[config.mk]
export PLATFORM = sky130hd
export DESIGN_NAME = text_console_writer_flat
export DESIGN_NICKNAME = d
export VERILOG_FILES = /design/src/rtl/text_console_writer_pkg.sv /design/src/rtl/text_console_writer_if.sv /design/src/rtl/text_console_writer_cursor.sv /design/src/rtl/text_console_writer.sv /design/src/flat_wrapper.sv
export SDC_FILE = /design/constraint.sdc
export NUM_CORES = 1
export LEC_CHECK = 0
export BUFFER_PORTS_ARGS = -buffer_cell sky130_fd_sc_hd__buf_2
export CORE_ASPECT_RATIO = 0.75
export CORE_MARGIN = 3
export CORE_UTILIZATION = 55
export DETAILED_ROUTE_END_ITERATION = 16
export PLACE_DENSITY = 0.83
export SETUP_SLACK_MARGIN = 0.15
export SYNTH_ARGS = -nofsm -noshare
export SYNTH_HDL_FRONTEND = slang
export SYNTH_SLANG_ARGS = --single-unit
[constraint.sdc]
create_clock -name clk -period 4.4 [get_ports clk]
set_clock_uncertainty 0.05 [all_clocks]
set_input_delay 0.88 -clock clk [delete_from_list [all_inputs] [get_ports clk]]
set_output_delay 0.88 -clock clk [all_outputs]
set_load 0.01 [all_outputs]
[src/rtl/text_console_writer_pkg.sv]
// -----------------------------------------------------------------------------
// text_console_writer_pkg
//   Shared constants for the text console writer: ASCII control codes,
//   printable range, default fill character, cursor widths and FSM state
//   encodings, plus a small printable-range helper.
// -----------------------------------------------------------------------------
package text_console_writer_pkg;

    // ASCII codes handled by the decoder
    localparam logic [7:0] CH_BS       = 8'h08;
    localparam logic [7:0] CH_LF       = 8'h0A;
    localparam logic [7:0] CH_CR       = 8'h0D;
    localparam logic [7:0] CH_PRINT_LO = 8'h20;
    localparam logic [7:0] CH_PRINT_HI = 8'h7E;

    // Default fill code for clears
    localparam logic [7:0] SPACE_CHAR_DEF = 8'h20;

    // Cursor port widths (enough for 128 columns / 64 rows)
    localparam int COL_W = 7;
    localparam int ROW_W = 6;

    // FSM state encodings
    localparam logic [1:0] ST_IDLE     = 2'd0;
    localparam logic [1:0] ST_PUTC     = 2'd1;
    localparam logic [1:0] ST_CLR_LINE = 2'd2;
    localparam logic [1:0] ST_CLR_ALL  = 2'd3;

    function automatic logic is_printable(input logic [7:0] c);
        return (c >= CH_PRINT_LO) && (c <= CH_PRINT_HI);
    endfunction

endpackage

[src/rtl/text_console_writer_if.sv]
// -----------------------------------------------------------------------------
// text_console_writer_if
//   Bundles the byte-stream handshake, clear request, status and character-RAM
//   write port of the text console writer.
//   master : CPU/UART side driving bytes and clear requests (also sees status)
//   slave  : the console writer itself
//   Signals:
//     in_valid/in_char/in_ready   byte stream handshake
//     clear_req                   full-screen clear request
//     busy                        writer not in IDLE
//     vc_write_enable/vc_char_in/vid_ch_addr  char RAM write port
//     cursor_col/cursor_row       current cursor position
// -----------------------------------------------------------------------------
interface text_console_writer_if #(
    parameter int ADDR_W = 13
);
    logic              in_valid;
    logic [7:0]        in_char;
    logic              in_ready;
    logic              clear_req;
    logic              busy;
    logic              vc_write_enable;
    logic [7:0]        vc_char_in;
    logic [ADDR_W-1:0] vid_ch_addr;
    logic [6:0]        cursor_col;
    logic [5:0]        cursor_row;

    modport master (
        output in_valid, in_char, clear_req,
        input  in_ready, busy, vc_write_enable, vc_char_in, vid_ch_addr,
               cursor_col, cursor_row
    );

    modport slave (
        input  in_valid, in_char, clear_req,
        output in_ready, busy, vc_write_enable, vc_char_in, vid_ch_addr,
               cursor_col, cursor_row
    );
endinterface

[src/rtl/text_console_writer_cursor.sv]
// -----------------------------------------------------------------------------
// console_cursor
//   Column/row cursor with a row-base register so the linear address
//   row*COLS+col is formed without a multiplier.
//   Ports:
//     clk, rst_n   clock, async active-low reset
//     inc_i        col+1 (caller guarantees col < COLS-1)
//     nl_i         col=0, row+1 with wrap to 0 after ROWS-1
//     cr_i         col=0
//     dec_i        col-1 when col > 0
//     home_i       cursor to (0,0)
//     col_o/row_o  cursor position
//     base_o       row*COLS
//     addr_o       row*COLS+col
//   Priority when several controls are asserted: home > nl > cr > dec > inc.
// -----------------------------------------------------------------------------
module console_cursor
    import text_console_writer_pkg::*;
#(
    parameter int COLS   = 80,
    parameter int ROWS   = 60,
    parameter int ADDR_W = 13
) (
    input  logic              clk,
    input  logic              rst_n,
    input  logic              inc_i,
    input  logic              nl_i,
    input  logic              cr_i,
    input  logic              dec_i,
    input  logic              home_i,
    output logic [COL_W-1:0]  col_o,
    output logic [ROW_W-1:0]  row_o,
    output logic [ADDR_W-1:0] base_o,
    output logic [ADDR_W-1:0] addr_o
);
    localparam logic [COL_W-1:0]  COL_LAST = COL_W'(COLS - 1);
    localparam logic [ROW_W-1:0]  ROW_LAST = ROW_W'(ROWS - 1);
    localparam logic [ADDR_W-1:0] COLS_A   = ADDR_W'(COLS);

    logic [COL_W-1:0]  col_q,  col_d;
    logic [ROW_W-1:0]  row_q,  row_d;
    logic [ADDR_W-1:0] base_q, base_d;

    always_comb begin
        col_d  = col_q;
        row_d  = row_q;
        base_d = base_q;
        if (home_i) begin
            col_d  = '0;
            row_d  = '0;
            base_d = '0;
        end else if (nl_i) begin
            col_d = '0;
            if (row_q == ROW_LAST) begin
                row_d  = '0;
                base_d = '0;
            end else begin
                row_d  = row_q + ROW_W'(1);
                base_d = base_q + COLS_A;
            end
        end else if (cr_i) begin
            col_d = '0;
        end else if (dec_i) begin
            if (col_q != '0) col_d = col_q - COL_W'(1);
        end else if (inc_i) begin
            if (col_q != COL_LAST) col_d = col_q + COL_W'(1);
        end
    end

    always_ff @(posedge clk or negedge rst_n) begin
        if (!rst_n) begin
            col_q  <= '0;
            row_q  <= '0;
            base_q <= '0;
        end else begin
            col_q  <= col_d;
            row_q  <= row_d;
            base_q <= base_d;
        end
    end

    assign col_o  = col_q;
    assign row_o  = row_q;
    assign base_o = base_q;
    assign addr_o = base_q + ADDR_W'(col_q);

endmodule

[src/rtl/text_console_writer.sv]
// -----------------------------------------------------------------------------
// text_console_writer
//   Sole writer of the video controller's character RAM. Accepts ASCII bytes
//   over a valid/ready stream, keeps a row/column cursor, handles LF/CR/BS,
//   and performs full-screen and single-line clears with SPACE_CHAR fills.
//   Ports:
//     clk    system clock (rising edge)
//     rst_n  asynchronous active-low reset
//     bus    text_console_writer_if.slave (stream, clear_req, status,
//            registered char RAM write port, cursor position)
// -----------------------------------------------------------------------------
module text_console_writer
    import text_console_writer_pkg::*;
#(
    parameter int         COLS       = 80,
    parameter int         ROWS       = 60,
    parameter int         ADDR_W     = 13,
    parameter logic [7:0] SPACE_CHAR = SPACE_CHAR_DEF
) (
    input  logic                  clk,
    input  logic                  rst_n,
    text_console_writer_if.slave  bus
);
    if (COLS * ROWS > (1 << ADDR_W)) begin : g_size_chk
        $error("text_console_writer: COLS*ROWS exceeds 2**ADDR_W");
    end
    if (COLS > (1 << COL_W) || ROWS > (1 << ROW_W)) begin : g_cursor_chk
        $error("text_console_writer: COLS/ROWS exceed cursor port widths");
    end

    localparam logic [COL_W-1:0]  COL_LAST = COL_W'(COLS - 1);
    localparam logic [ADDR_W-1:0] COLS_A   = ADDR_W'(COLS);
    // Truncates to 0 when the screen fills the whole address space; the
    // done test below still works because the strobe is low on the first
    // fill cycle.
    localparam logic [ADDR_W-1:0] CELLS_A  = ADDR_W'(COLS * ROWS);

    logic [1:0]        state_q, state_d;
    logic [ADDR_W-1:0] fill_q,  fill_d;
    logic              we_q,    we_d;
    logic [7:0]        char_q,  char_d;
    logic [ADDR_W-1:0] addr_q,  addr_d;
    logic              bs_q,    bs_d;    // pending PUTC came from a backspace

    logic              cur_inc, cur_nl, cur_cr, cur_dec, cur_home;
    logic [COL_W-1:0]  cur_col;
    logic [ROW_W-1:0]  cur_row;
    logic [ADDR_W-1:0] cur_base, cur_addr;

    console_cursor #(
        .COLS   (COLS),
        .ROWS   (ROWS),
        .ADDR_W (ADDR_W)
    ) u_cursor (
        .clk    (clk),
        .rst_n  (rst_n),
        .inc_i  (cur_inc),
        .nl_i   (cur_nl),
        .cr_i   (cur_cr),
        .dec_i  (cur_dec),
        .home_i (cur_home),
        .col_o  (cur_col),
        .row_o  (cur_row),
        .base_o (cur_base),
        .addr_o (cur_addr)
    );

    // Write strobes are registered: a state loads the write for the next
    // cycle. Clears therefore spend one lead-in cycle with the strobe low
    // and finish on the cycle that presents the last write (fill counter
    // has reached the write count while the strobe is high), so the strobe
    // is never high once the FSM is back in IDLE.
    always_comb begin
        state_d  = state_q;
        fill_d   = fill_q;
        we_d     = 1'b0;
        char_d   = char_q;
        addr_d   = addr_q;
        bs_d     = bs_q;
        cur_inc  = 1'b0;
        cur_nl   = 1'b0;
        cur_cr   = 1'b0;
        cur_dec  = 1'b0;
        cur_home = 1'b0;

        case (state_q)
            ST_IDLE: begin
                if (bus.clear_req) begin
                    state_d = ST_CLR_ALL;
                    fill_d  = '0;
                end else if (bus.in_valid) begin
                    if (is_printable(bus.in_char)) begin
                        addr_d  = cur_addr;
                        char_d  = bus.in_char;
                        we_d    = 1'b1;
                        bs_d    = 1'b0;
                        state_d = ST_PUTC;
                    end else if (bus.in_char == CH_LF) begin
                        cur_nl  = 1'b1;
                        fill_d  = '0;
                        state_d = ST_CLR_LINE;
                    end else if (bus.in_char == CH_CR) begin
                        cur_cr = 1'b1;
                    end else if (bus.in_char == CH_BS) begin
                        if (cur_col != '0) begin
                            cur_dec = 1'b1;
                            addr_d  = cur_addr - ADDR_W'(1);
                            char_d  = SPACE_CHAR;
                            we_d    = 1'b1;
                            bs_d    = 1'b1;
                            state_d = ST_PUTC;
                        end
                    end
                end
            end

            ST_PUTC: begin
                if (bs_q) begin
                    state_d = ST_IDLE;
                end else if (cur_col == COL_LAST) begin
                    cur_nl  = 1'b1;
                    fill_d  = '0;
                    state_d = ST_CLR_LINE;
                end else begin
                    cur_inc = 1'b1;
                    state_d = ST_IDLE;
                end
            end

            ST_CLR_LINE: begin
                if (we_q && (fill_q == COLS_A)) begin
                    fill_d  = '0;
                    state_d = ST_IDLE;
                end else begin
                    we_d   = 1'b1;
                    addr_d = cur_base + fill_q;
                    char_d = SPACE_CHAR;
                    fill_d = fill_q + ADDR_W'(1);
                end
            end

            default: begin  // ST_CLR_ALL
                if (we_q && (fill_q == CELLS_A)) begin
                    fill_d   = '0;
                    cur_home = 1'b1;
                    state_d  = ST_IDLE;
                end else begin
                    we_d   = 1'b1;
                    addr_d = fill_q;
                    char_d = SPACE_CHAR;
                    fill_d = fill_q + ADDR_W'(1);
                end
            end
        endcase
    end

    always_ff @(posedge clk or negedge rst_n) begin
        if (!rst_n) begin
            state_q <= ST_CLR_ALL;
            fill_q  <= '0;
            we_q    <= 1'b0;
            char_q  <= '0;
            addr_q  <= '0;
            bs_q    <= 1'b0;
        end else begin
            state_q <= state_d;
            fill_q  <= fill_d;
            we_q    <= we_d;
            char_q  <= char_d;
            addr_q  <= addr_d;
            bs_q    <= bs_d;
        end
    end

    assign bus.in_ready        = (state_q == ST_IDLE) && !bus.clear_req;
    assign bus.busy            = (state_q != ST_IDLE);
    assign bus.vc_write_enable = we_q;
    assign bus.vc_char_in      = char_q;
    assign bus.vid_ch_addr     = addr_q;
    assign bus.cursor_col      = cur_col;
    assign bus.cursor_row      = cur_row;

endmodule

[src/flat_wrapper.sv]
// flat-port wrapper written by rule: the top's interface ports become plain ports
module text_console_writer_flat import text_console_writer_pkg::*;
#(
    parameter int         COLS       = 80,
    parameter int         ROWS       = 60,
    parameter int         ADDR_W     = 13,
    parameter logic [7:0] SPACE_CHAR = SPACE_CHAR_DEF
)
  (clk, rst_n, bus_in_valid, bus_in_char, bus_clear_req, bus_in_ready, bus_busy, bus_vc_write_enable, bus_vc_char_in, bus_vid_ch_addr, bus_cursor_col, bus_cursor_row);
  text_console_writer_if #(.ADDR_W(ADDR_W)) bus_i ();
  input  logic clk;
  input  logic rst_n;
  input wire logic [$bits(bus_i.in_valid)-1:0] bus_in_valid;
  input wire logic [$bits(bus_i.in_char)-1:0] bus_in_char;
  input wire logic [$bits(bus_i.clear_req)-1:0] bus_clear_req;
  output wire logic [$bits(bus_i.in_ready)-1:0] bus_in_ready;
  output wire logic [$bits(bus_i.busy)-1:0] bus_busy;
  output wire logic [$bits(bus_i.vc_write_enable)-1:0] bus_vc_write_enable;
  output wire logic [$bits(bus_i.vc_char_in)-1:0] bus_vc_char_in;
  output wire logic [$bits(bus_i.vid_ch_addr)-1:0] bus_vid_ch_addr;
  output wire logic [$bits(bus_i.cursor_col)-1:0] bus_cursor_col;
  output wire logic [$bits(bus_i.cursor_row)-1:0] bus_cursor_row;
  assign bus_i.in_valid = bus_in_valid;
  assign bus_i.in_char = bus_in_char;
  assign bus_i.clear_req = bus_clear_req;
  assign bus_in_ready = bus_i.in_ready;
  assign bus_busy = bus_i.busy;
  assign bus_vc_write_enable = bus_i.vc_write_enable;
  assign bus_vc_char_in = bus_i.vc_char_in;
  assign bus_vid_ch_addr = bus_i.vid_ch_addr;
  assign bus_cursor_col = bus_i.cursor_col;
  assign bus_cursor_row = bus_i.cursor_row;
  text_console_writer #(.COLS(COLS), .ROWS(ROWS), .ADDR_W(ADDR_W), .SPACE_CHAR(SPACE_CHAR)) u_core (.clk(clk), .rst_n(rst_n), .bus(bus_i));
endmodule
; ---- Yosys cells after proc, flatten, opt, wreduce, memory -nomap -nowiden
; Cells that the tools add are included.
[word_totals]
ff_bits = 64
latchBits = 0
mem_bits_ro = 0
n_memories = 0
ramBits = 0
elab_cells = 162
[classes]
multipliers = 0
n_eq_ne = 30
div_mod_pow = 0
n_addsub = 8
n_shift = 0
bitwise = 2
reduce_logical = 20
n_mux = 91
order_cmp = 2
[op_table]
columns = op, count
row1 = $mux W13, 20
row2 = $pmux W13 S3, 2
row3 = $mux W8, 9
row4 = $mux W7, 7
row5 = $mux W1, 35
row6 = $eq A8 B4 Y1 const B, 3
row7 = $pmux W8 S3, 1
row8 = $mux W2, 11
row9 = $mux W6, 3
row10 = $add A13 B1 Y13 const B, 1
row11 = $add A13 B13 Y13, 1
row12 = $add A13 B7 Y13, 1
row13 = $add A13 B7 Y13 const B, 1
row14 = $eq A13 B13 Y1 const B, 1
row15 = $eq A13 B7 Y1 const B, 1
row16 = $sub A13 B1 Y13 const B, 1
row17 = $ne A5 B2 Y1 const B, 2
row18 = $ne A5 B3 Y1 const B, 2
row19 = $reduce_bool A5 Y1, 2
row20 = $ne A3 B2 Y1 const B, 3
row21 = $ne A3 B3 Y1 const B, 3
row22 = $reduce_and A9 Y1, 1
row23 = $ge A8 B6 Y1 const B, 1
row24 = $le A8 B7 Y1 const B, 1
row25 = other kinds (26), 40

; ---- Longest topological paths before layout
; Gate-level depths: netlist (run 1).
[depth]
word_depth = 13
ltp_mapped = 13
ltp_nobuf = 13

; ---- By module
; A second synthesis (run 1) with hierarchy kept.
[hier_totals]
cells_unflattened = 553
area_unflattened_um2 = 4665.7
[by_module_without_submodules]
columns = mod, seq_area_each_um2, area_each_um2, cells_per_inst, n_inst
row1 = text_console_writer, 953.4, 3055.4, 368, 1
row2 = console_cursor, 550.5, 1610.3, 185, 1

; ---- Worst setup path before layout (run 1)
; Ideal clock, no wire load.
[synth_path]
path_kind = input-to-reg
startpoint = input port bus_clear_req
endpoint = register u_core.u_cursor.col_q[5] (netlist: u_core.u_cursor.col_o[5])
setup_slack_ns = 0.828
t_arrival_ns = 3.366
n_path_buf = 0
stages = 11
required_ns = 4.194
setup_ns = 0.156
path_cell_list = nor2b_1 > nand2_1 > nor4_2 > ha_1 > a21o_1 > a21o_1 > a21o_1 > a21oi_1 > xnor2_1 > mux2i_1 > nor2_1
[synth_between]
elab_chain_cells = 6
word_cells_on_any_way = 14
cone_classes = eq/ne (1) / mux (10) / reduce/logical (3)
[synth_rtl]
columns = item, line
row1 = "start, declared", flat_wrapper.sv:15  ; input wire logic [$bits(bus_i.clear_req)-1:0] bus_clear_req;
row2 = $mux W1, text_console_writer.sv:88  ; if (bus.clear_req) begin
row3 = $mux W1, text_console_writer.sv:86  ; case (state_q)
row4 = $mux W7, text_console_writer_cursor.sv:63  ; end else if (dec_i) begin
row5 = $mux W7, text_console_writer_cursor.sv:61  ; end else if (cr_i) begin
row6 = $mux W7, text_console_writer_cursor.sv:52  ; end else if (nl_i) begin
row7 = $mux W7, text_console_writer_cursor.sv:48  ; if (home_i) begin
row8 = "end signal, assigned", text_console_writer_cursor.sv:76  ; col_q <= col_d;
row9 = "end, declared", text_console_writer_cursor.sv:40  ; logic [COL_W-1:0] col_q, col_d;
; Several ways; a longest one is shown, not always the timed one.
; A chain may end at the register's enable or synchronous reset.

; ---- Worst setup path in the final report (run 1)
[layout_path]
startpoint = register u_core.u_cursor.col_q[0] (netlist: u_core.u_cursor.col_o[0])
endpoint = register u_core.addr_q[12] (netlist: u_core.bus.vid_ch_addr[12])
[layout_between]
elab_chain_cells = 10
word_cells_on_any_way = 13
cone_classes = add/sub (2) / eq/ne (1) / mux (8) / reduce/logical (2)
[layout_rtl]
columns = item, line
row1 = $add A13 B7 Y13, text_console_writer_cursor.sv:85  ; assign addr_o = base_q + ADDR_W'(col_q);
row2 = $sub A13 B1 Y13, text_console_writer.sv:107  ; addr_d = cur_addr - ADDR_W'(1);
row3 = $mux W13, text_console_writer.sv:105  ; if (cur_col != '0) begin
row4 = $mux W13, text_console_writer.sv:104  ; end else if (bus.in_char == CH_BS) begin
row5 = $mux W13, text_console_writer.sv:102  ; end else if (bus.in_char == CH_CR) begin
row6 = $mux W13, text_console_writer.sv:98  ; end else if (bus.in_char == CH_LF) begin
row7 = $mux W13, text_console_writer.sv:92  ; if (is_printable(bus.in_char)) begin
row8 = $mux W13, text_console_writer.sv:91  ; end else if (bus.in_valid) begin
row9 = $mux W13, text_console_writer.sv:88
row10 = $pmux W13 S3, text_console_writer.sv:86
row11 = "end signal, assigned", text_console_writer.sv:170  ; addr_q <= addr_d;
row12 = "end, declared", text_console_writer.sv:42  ; logic [ADDR_W-1:0] addr_q, addr_d;
; Several ways; a longest one is shown, not always the timed one. The select of a mux whose other input is x is not followed.

==> flow_summary.toml, run 1 <==
[run_status]
run_status = "finished, final reports clean"

[placed_design]
place_congestion = 1.00
dp_slack_ns = 0.915
dp_hpwl_um = 8490
io_buffers = 48

[synthesis]
synth_area_leaders = "dfrtp_1 33%, ha_1 8.2%, o21ai_0 5.7%"
ys_seq_area_frac = 0.342
synth_top_cell_by_area = "dfrtp_1"
ys.flop_type = "dfrtp_1"
synth_top_cell_area_share = 0.330
syn-cell-area_mm2 = 0.00440
synth-seq-cells = 60
syn_nets = 556
ys_warn_count = 0
synth.avg_cell_area_um2 = 8.56
synth-edff-count = 0
postSynthCellCount = 514
synth.most_common_cell = "nand2_1"
synthTopCellsByCount = "62 x nand2_1, 58 x dfrtp_1, 50 x o21ai_0"
async_flop_share = 1.00
synth_cell_types = 64

[die]
coreArea_mm2 = 0.00757
num_rows = 27
dieArea_mm2 = 0.00912
fp.dieH_um = 83.5
start_util = 0.582
ioPinCount = 49
die_x_um = 109

[detailed_routing]
topRoutingLayerUsed = "met4"
ant_nets = 0
drt-pass1-iter-count = 5
num_vias = 4106
totalWireLength_um = 11500
drt_iter0_drc = 470
wl_per_cell_um = 17.4
met3_length_um = 862
drt_drc_violations_left = 0
viasPerCell = 6.21
wl_met1_um = 5290
routed-wl-met2_um = 5070

[clock_tree]
cts_inserted_buffers = 9
cts_resized = 0
cts_root_buf = "clkbuf_8"
ctsHtreeMaxLevel = 3
clkLatencyLatePin_ns = 0.36
cts.clk_slew.worst_paths_ns = 0.07
clock-sinks = 60
postCtsSetupBuffers = 0
ctsHoldBuffers = 0
cts_tree = "built"
clk_path_buf_depth = 2

[grt]
grt_usage = 0.258
grt_pass1_wl_um = 18800
grt-ovfl-total = 0
grt_pass1_vias = 3921
grt_start_max_net_pins = 42
antenna_found_initial = 0

[setup_path]
crit_arrival_ns = 3.71
crit_fanout = 41
critPathCaptureType = "register"
cp-start-kind = "register"
crit_type = "register to register"
cp_data_required_time_ns = 4.63

[finish]
postLayoutCoreUtil = 0.644
ff_latch_area_mm2 = 0.00150
multi_input_area_mm2 = 0.00272
drive_gt1_frac = 0.152
nets = 597
diodes = 0
area_growth_pct = 10.7
fill_cells = 644

[power_and_ir_drop]
netSwitchingFraction = 0.266
switching_power_mw = 0.279
pwr-share-seq = 0.524
p_leak_nw = 2.32
ir_worst_vdd_uv = 110
p_int_mw = 0.772
p_clk_frac = 0.432
combPwrFrac = 0.043
fin_total_pwr_mw = 1.05
p_per_area_mw_per_mm2 = 216

[sta]
fmax_ghz = 0.287
maxSlewHeadroom = 0.190
worst_pin_slew_ns = 1.22
setup_ws_ns = 0.921
post-route-period-util = 0.791
period_minus_slack_ns = 3.48
finalHoldWorstSlack_ns = 0.441
rsz0062_at_grt = "no"
drv_slew = 0
setup_tns_ns = 0
hold_viol = 0
setup_viol = 0

[flow_run]
cap_violations = 0

[worst_hold_path]
hold_path.class = "register to register"
==> power groups by stage <==
| stage | Combinational, mW | Clock, mW | Sequential [mW] |
|---|---|---|---|
| floorplan | 0.0201 | 0 | 0.562 |
| global placement | 0.0435 | 0 | 0.562 |
| detailed placement | 0.0452 | 0 | 0.562 |
| CTS | 0.0456 | 0.461 | 0.551 |
| global route | 0.0500 | 0.487 | 0.551 |
| finish | 0.0455 | 0.454 | 0.551 |
==> layer usage <==
layer / track usage / vias up
met4: 0.0838 / 0
met2: 0.386 / 170
met1: 0.367 / 1963
met3: 0.0611 / 31
li1: - / 1942
met5: 0 / -
==> sequential cells by signal, summed over array words and instances, names as in the netlist <==
register,flops
u_core.bus.vc_char_in,8
u_core.bus.vc_write_enable,1
u_core.bus.vid_ch_addr,13
u_core.fill_q,13
u_core.u_cursor.row_o,6
u_core.bs_q,1
u_core.u_cursor.base_o,9
u_core.u_cursor.col_o,7
u_core.state_q,2
==> per-stage QoR <==
step | instance area (um^2) | std cells
floorplan | 4400 | 514
finish | 4870 | 661
CTS | 4870 | 661
detailed placement | 4700 | 645
global route | 4870 | 661
global placement | 4700 | 645
==> worst max-delay path, cell delays in order, from the launching register on <==
cell and delay [ns]:
dfrtp_1 0.45, inv_1 0.21, ha_1 0.18, or4b_1 0.44, nor3_1 0.32, o31a_1 0.20, a221o_1 0.97, nor3_1 0.19
a22o_1 0.23, a21oi_1 0.13
==> cells in the final DEF, fill, tap and decap left out, types with 3 or more instances in the layout <==
cell type	instances
nand2_1	62
dfrtp_1	58
o21ai_0	50
buf_2	48
nor2_1	38
ha_1	29
a21oi_1	27
inv_1	20
xnor2_1	20
xor2_1	18
nand3_1	13
nand4_1	10
nand2b_1	10
a21o_1	10
nor3_1	9
mux2i_1	9
clkbuf_8	9
nor2b_1	8
a22o_1	7
and3_1	7
a31oi_1	6
a211oi_1	5
o31ai_1	5
o41ai_1	5
nor3b_1	4
and2_1	4
o22ai_1	4
or3_1	4
a221oi_1	4
a22oi_1	4
buf_4	4
nor4_2	3
nor4b_1	3
clkinv_4	3
==> layout make-up <==
| type | count | share of cell area |
|---|---|---|
| clock buffer | 9 | 0.0254 |
| clock inverter | 7 | 0.0108 |
| inverter | 20 | 0.0154 |
| multi-input combinational | 412 | 0.558 |
| sequential | 60 | 0.309 |
| tap | 101 | 0.0259 |
| timing repair buffer | 52 | 0.0555 |
==> worst paths after layout <==
kind                       depth (start not counted)  slack [ns]                      from                    endpoint
max in group asynchronous                          2        2.96                     rst_n           u_core.state_q[0]
min                                                1        0.44  u_core.bus.vc_char_in[5]    u_core.bus.vc_char_in[5]
max                                                9        0.92  u_core.u_cursor.col_o[0]  u_core.bus.vid_ch_addr[12]
max reg2reg                                        9        0.92  u_core.u_cursor.col_o[0]  u_core.bus.vid_ch_addr[12]
min reg2reg                                        1        0.44  u_core.bus.vc_char_in[5]    u_core.bus.vc_char_in[5]
min in group asynchronous                          1        0.45                     rst_n    u_core.u_cursor.col_o[1]
==> cell families (layout without fill, tap and decap cells) <==
group | count (synthesis) | in the layout | share of synthesized area
xor gates and xnor gates | 38 | 38 | 0.0756
and+or+nand+nor | 189 | 189 | 0.223
muxes | 10 | 10 | 0.0230
DFF | 60 | 60 | 0.342
other | 1 | 1 | 0.000852
adders and majority gates | 30 | 30 | 0.0870
buffers and inverters | 42 | 88 | 0.0401
AOI/OAI and AO/OA | 144 | 144 | 0.209
(Power assumes the default switching activity.)
==> run 2, diff against run 1 <==
Settings changed: ABC_AREA set to 1, CORE_UTILIZATION 55 to 54, PLACE_DENSITY 0.83 to 0.84.
Clock period 4.4 ns to 3.1 ns, I/O delays scaled along.
==> run 2 against run 1 <==
Net effect: non-clock buffer count is 9 higher; synthesized area grew 3.7%; wire length increased by 6.0%; synthesized cell count up 26%; global-route usage about the same; total power rose to 3.8 times the previous value; flip-flop and latch count stayed put; via count rose by 13%; sequential share of layout area shrank 2.5 points; clock-buffer cell count is the same; combinational power grew to 38 times the previous value; critical path type unchanged; critical endpoint is now u_core.u_cursor.col_o[6].
==> flow_summary.toml, run 2 <==
[synthesis]
synth_area_leaders = "dfrtp_1 32%, nand2_1 12%, ha_1 7.9%"
synthTopCellsByCount = "148 x nand2_1, 83 x nor2_1, 82 x inv_1"
async_flop_share = 1.00
synth-edff-count = 0
ys.flop_type = "dfrtp_1"
synth.avg_cell_area_um2 = 7.02
synth-seq-cells = 60
ys_seq_area_frac = 0.329
ys_warn_count = 0
synth_top_cell_area_share = 0.318
synth_cell_types = 48
synth.most_common_cell = "nand2_1"
syn-cell-area_mm2 = 0.00457
syn_nets = 692
postSynthCellCount = 650
synth_top_cell_by_area = "dfrtp_1"

[placed_design]
io_buffers = 48
place_congestion = 0.917
dp_hpwl_um = 9060

[detailed_routing]
drt_drc_violations_left = 0
ant_nets = 0
viasPerCell = 5.64
drt-pass1-iter-count = 5
drt_iter0_drc = 470
num_vias = 4637
wl_per_cell_um = 14.8
totalWireLength_um = 12200

[setup_path]
critPathCaptureType = "register"
path_cells = "inv_1, ha_4, inv_6, nor2_8, inv_2, nor2_4, nand2_1, nor3_1, buf_4, buf_4, fa_1, nand3_1, nand3_1, nand2_1, nand2_1, a21oi_2, xor2_1, a21oi_1"
cp-start-kind = "register"
crit_arrival_ns = 2.98
crit_type = "register to register"
cpPeakStageDelay_ns = 0.56
worst_path_dominant_cell_family = "adder cells"
crit_fanout = 9
cp_data_required_time_ns = 3.26
cp_slowest_cell = "dfstp_2"
path_buf_inv = 5
crit_top_cell = "nand2_1"

[die]
fp.dieH_um = 85.6
coreArea_mm2 = 0.00806
num_rows = 28
die_x_um = 112
dieArea_mm2 = 0.00961
start_util = 0.567
ioPinCount = 49

[grt]
antenna_found_initial = 0
grt_usage = 0.258
grt-ovfl-total = 0
grt_pass1_vias = 4341
grt_start_max_net_pins = 34
grt_pass1_wl_um = 20300

[sta]
setup_tns_ns = 0
finalHoldWorstSlack_ns = 0.275
setup_viol = 0
drv_slew = 0
fmax_ghz = 0.356
period_minus_slack_ns = 2.81
hold_viol = 0
maxSlewHeadroom = 0.543
rsz0062_at_grt = "no"
post-route-period-util = 0.907
worst_pin_slew_ns = 0.686

[clock_tree]
ctsHtreeMaxLevel = 3
cts_root_buf = "clkbuf_16"
cts_tree = "built"
clock-sinks = 60
cts.clk_slew.worst_paths_ns = 0.06
cts_inserted_buffers = 9
ctsHoldBuffers = 0
clkLatencyLatePin_ns = 0.33
clk_path_buf_depth = 2

[power_and_ir_drop]
p_per_area_mw_per_mm2 = 743
ir_worst_vdd_uv = 480
fin_total_pwr_mw = 3.94
p_leak_nw = 2.67

[worst_hold_path]
hold_path.class = "input pin to async pin"

[finish]
final_common_cell = "nand2_1"
diodes = 0
nets = 754
area_growth_pct = 16.3
final_cell_mix = "148 x nand2_1, 83 x nor2_1, 81 x inv_1, 58 x dfrtp_1, 56 x nand3_1"
postLayoutCoreUtil = 0.659
drive_gt1_frac = 0.173

[flow_run]
cap_violations = 0

[run_status]
run_status = "finished, final reports clean"
-- run 2: where the power goes --
| group | internal [mW] | total, mW | switching [mW] |
|---|---|---|---|
| sequential | 0.997 | 1.17 | 0.171 |
| clock | 0.626 | 1.02 | 0.394 |
| combinational | 0.606 | 1.75 | 1.15 |
| total | 2.23 | 3.94 | 1.71 |
-- run 2: cell type report --
class	instances	area (um^2)
sequential	60	1500
timing repair buffer	61	350
tap	105	131
clock buffer	9	225
inverter	91	348
clock inverter	7	73.8
multi-input combinational	489	2680
fill	666	2750
-- run 2: path summary, 6_finish.rpt --
kind                                           from                   endpoint  cells after the start  slack (ns)
setup / recovery                  u_core.state_q[1]   u_core.u_cursor.col_o[6]                     18        0.29
hold / removal                                rst_n   u_core.u_cursor.col_o[0]                      1        0.28
setup reg to reg                  u_core.state_q[1]   u_core.u_cursor.col_o[6]                     18        0.29
hold reg to reg            u_core.bus.vc_char_in[0]   u_core.bus.vc_char_in[0]                      2        0.44
max in group asynchronous                     rst_n  u_core.bus.vid_ch_addr[4]                      2        2.11
min in group clk           u_core.bus.vc_char_in[0]   u_core.bus.vc_char_in[0]                      2        0.44
-- run 2: per-layer routing --
layer  routed length (um)  share of wire  track usage
met5                    0              0            0
met4                  295          0.024       0.0972
met3                 1020          0.084       0.0656
met2                 5390           0.44        0.403
met1                 5460           0.45        0.348
-- run 2: kinds of logic (layout without fill, tap and decap cells) --
family                   Yosys count  in the layout  share of synthesized area
AND/OR/NAND/NOR                  344            344                      0.340
buffers and inverters            101            168                     0.0910
AO/OA/AOI/OAI                    100            100                      0.128
flip-flops                        60             60                      0.329
adder cells (fa/ha/maj)           30             30                     0.0839
XOR/XNOR                          14             14                     0.0269
other                              1              1                   0.000821
-- run 2: worst register-to-register path, stage by stage (launching register included) --
cell,delay [ns]
dfstp_2,0.56
inv_1,0.09
ha_4,0.18
inv_6,0.11
nor2_8,0.05
inv_2,0.07
nor2_4,0.05
nand2_1,0.07
nor3_1,0.05
buf_4,0.16
buf_4,0.13
fa_1,0.40
nand3_1,0.10
nand3_1,0.10
nand2_1,0.09
nand2_1,0.06
a21oi_2,0.13
xor2_1,0.15
a21oi_1,0.09
-- run 2: repair_timing --
action | CTS | global route
setup endpoints to repair | 0 | 2
gates resized for setup | 0 | 8
buffers inserted | 0 | 7
-- run 2: per-stage QoR --
step | instances | worst slack, ns | cell area (um^2)
2_1_floorplan | 650 | 0.289 | 4570
3_3_place_gp | 799 | 0.360 | 4920
3_5_place_dp | 799 | 0.202 | 4920
4_1_cts | 815 | 0.324 | 5220
5_1_grt | 822 | 0.129 | 5310
6_report | 822 | 0.287 | 5310
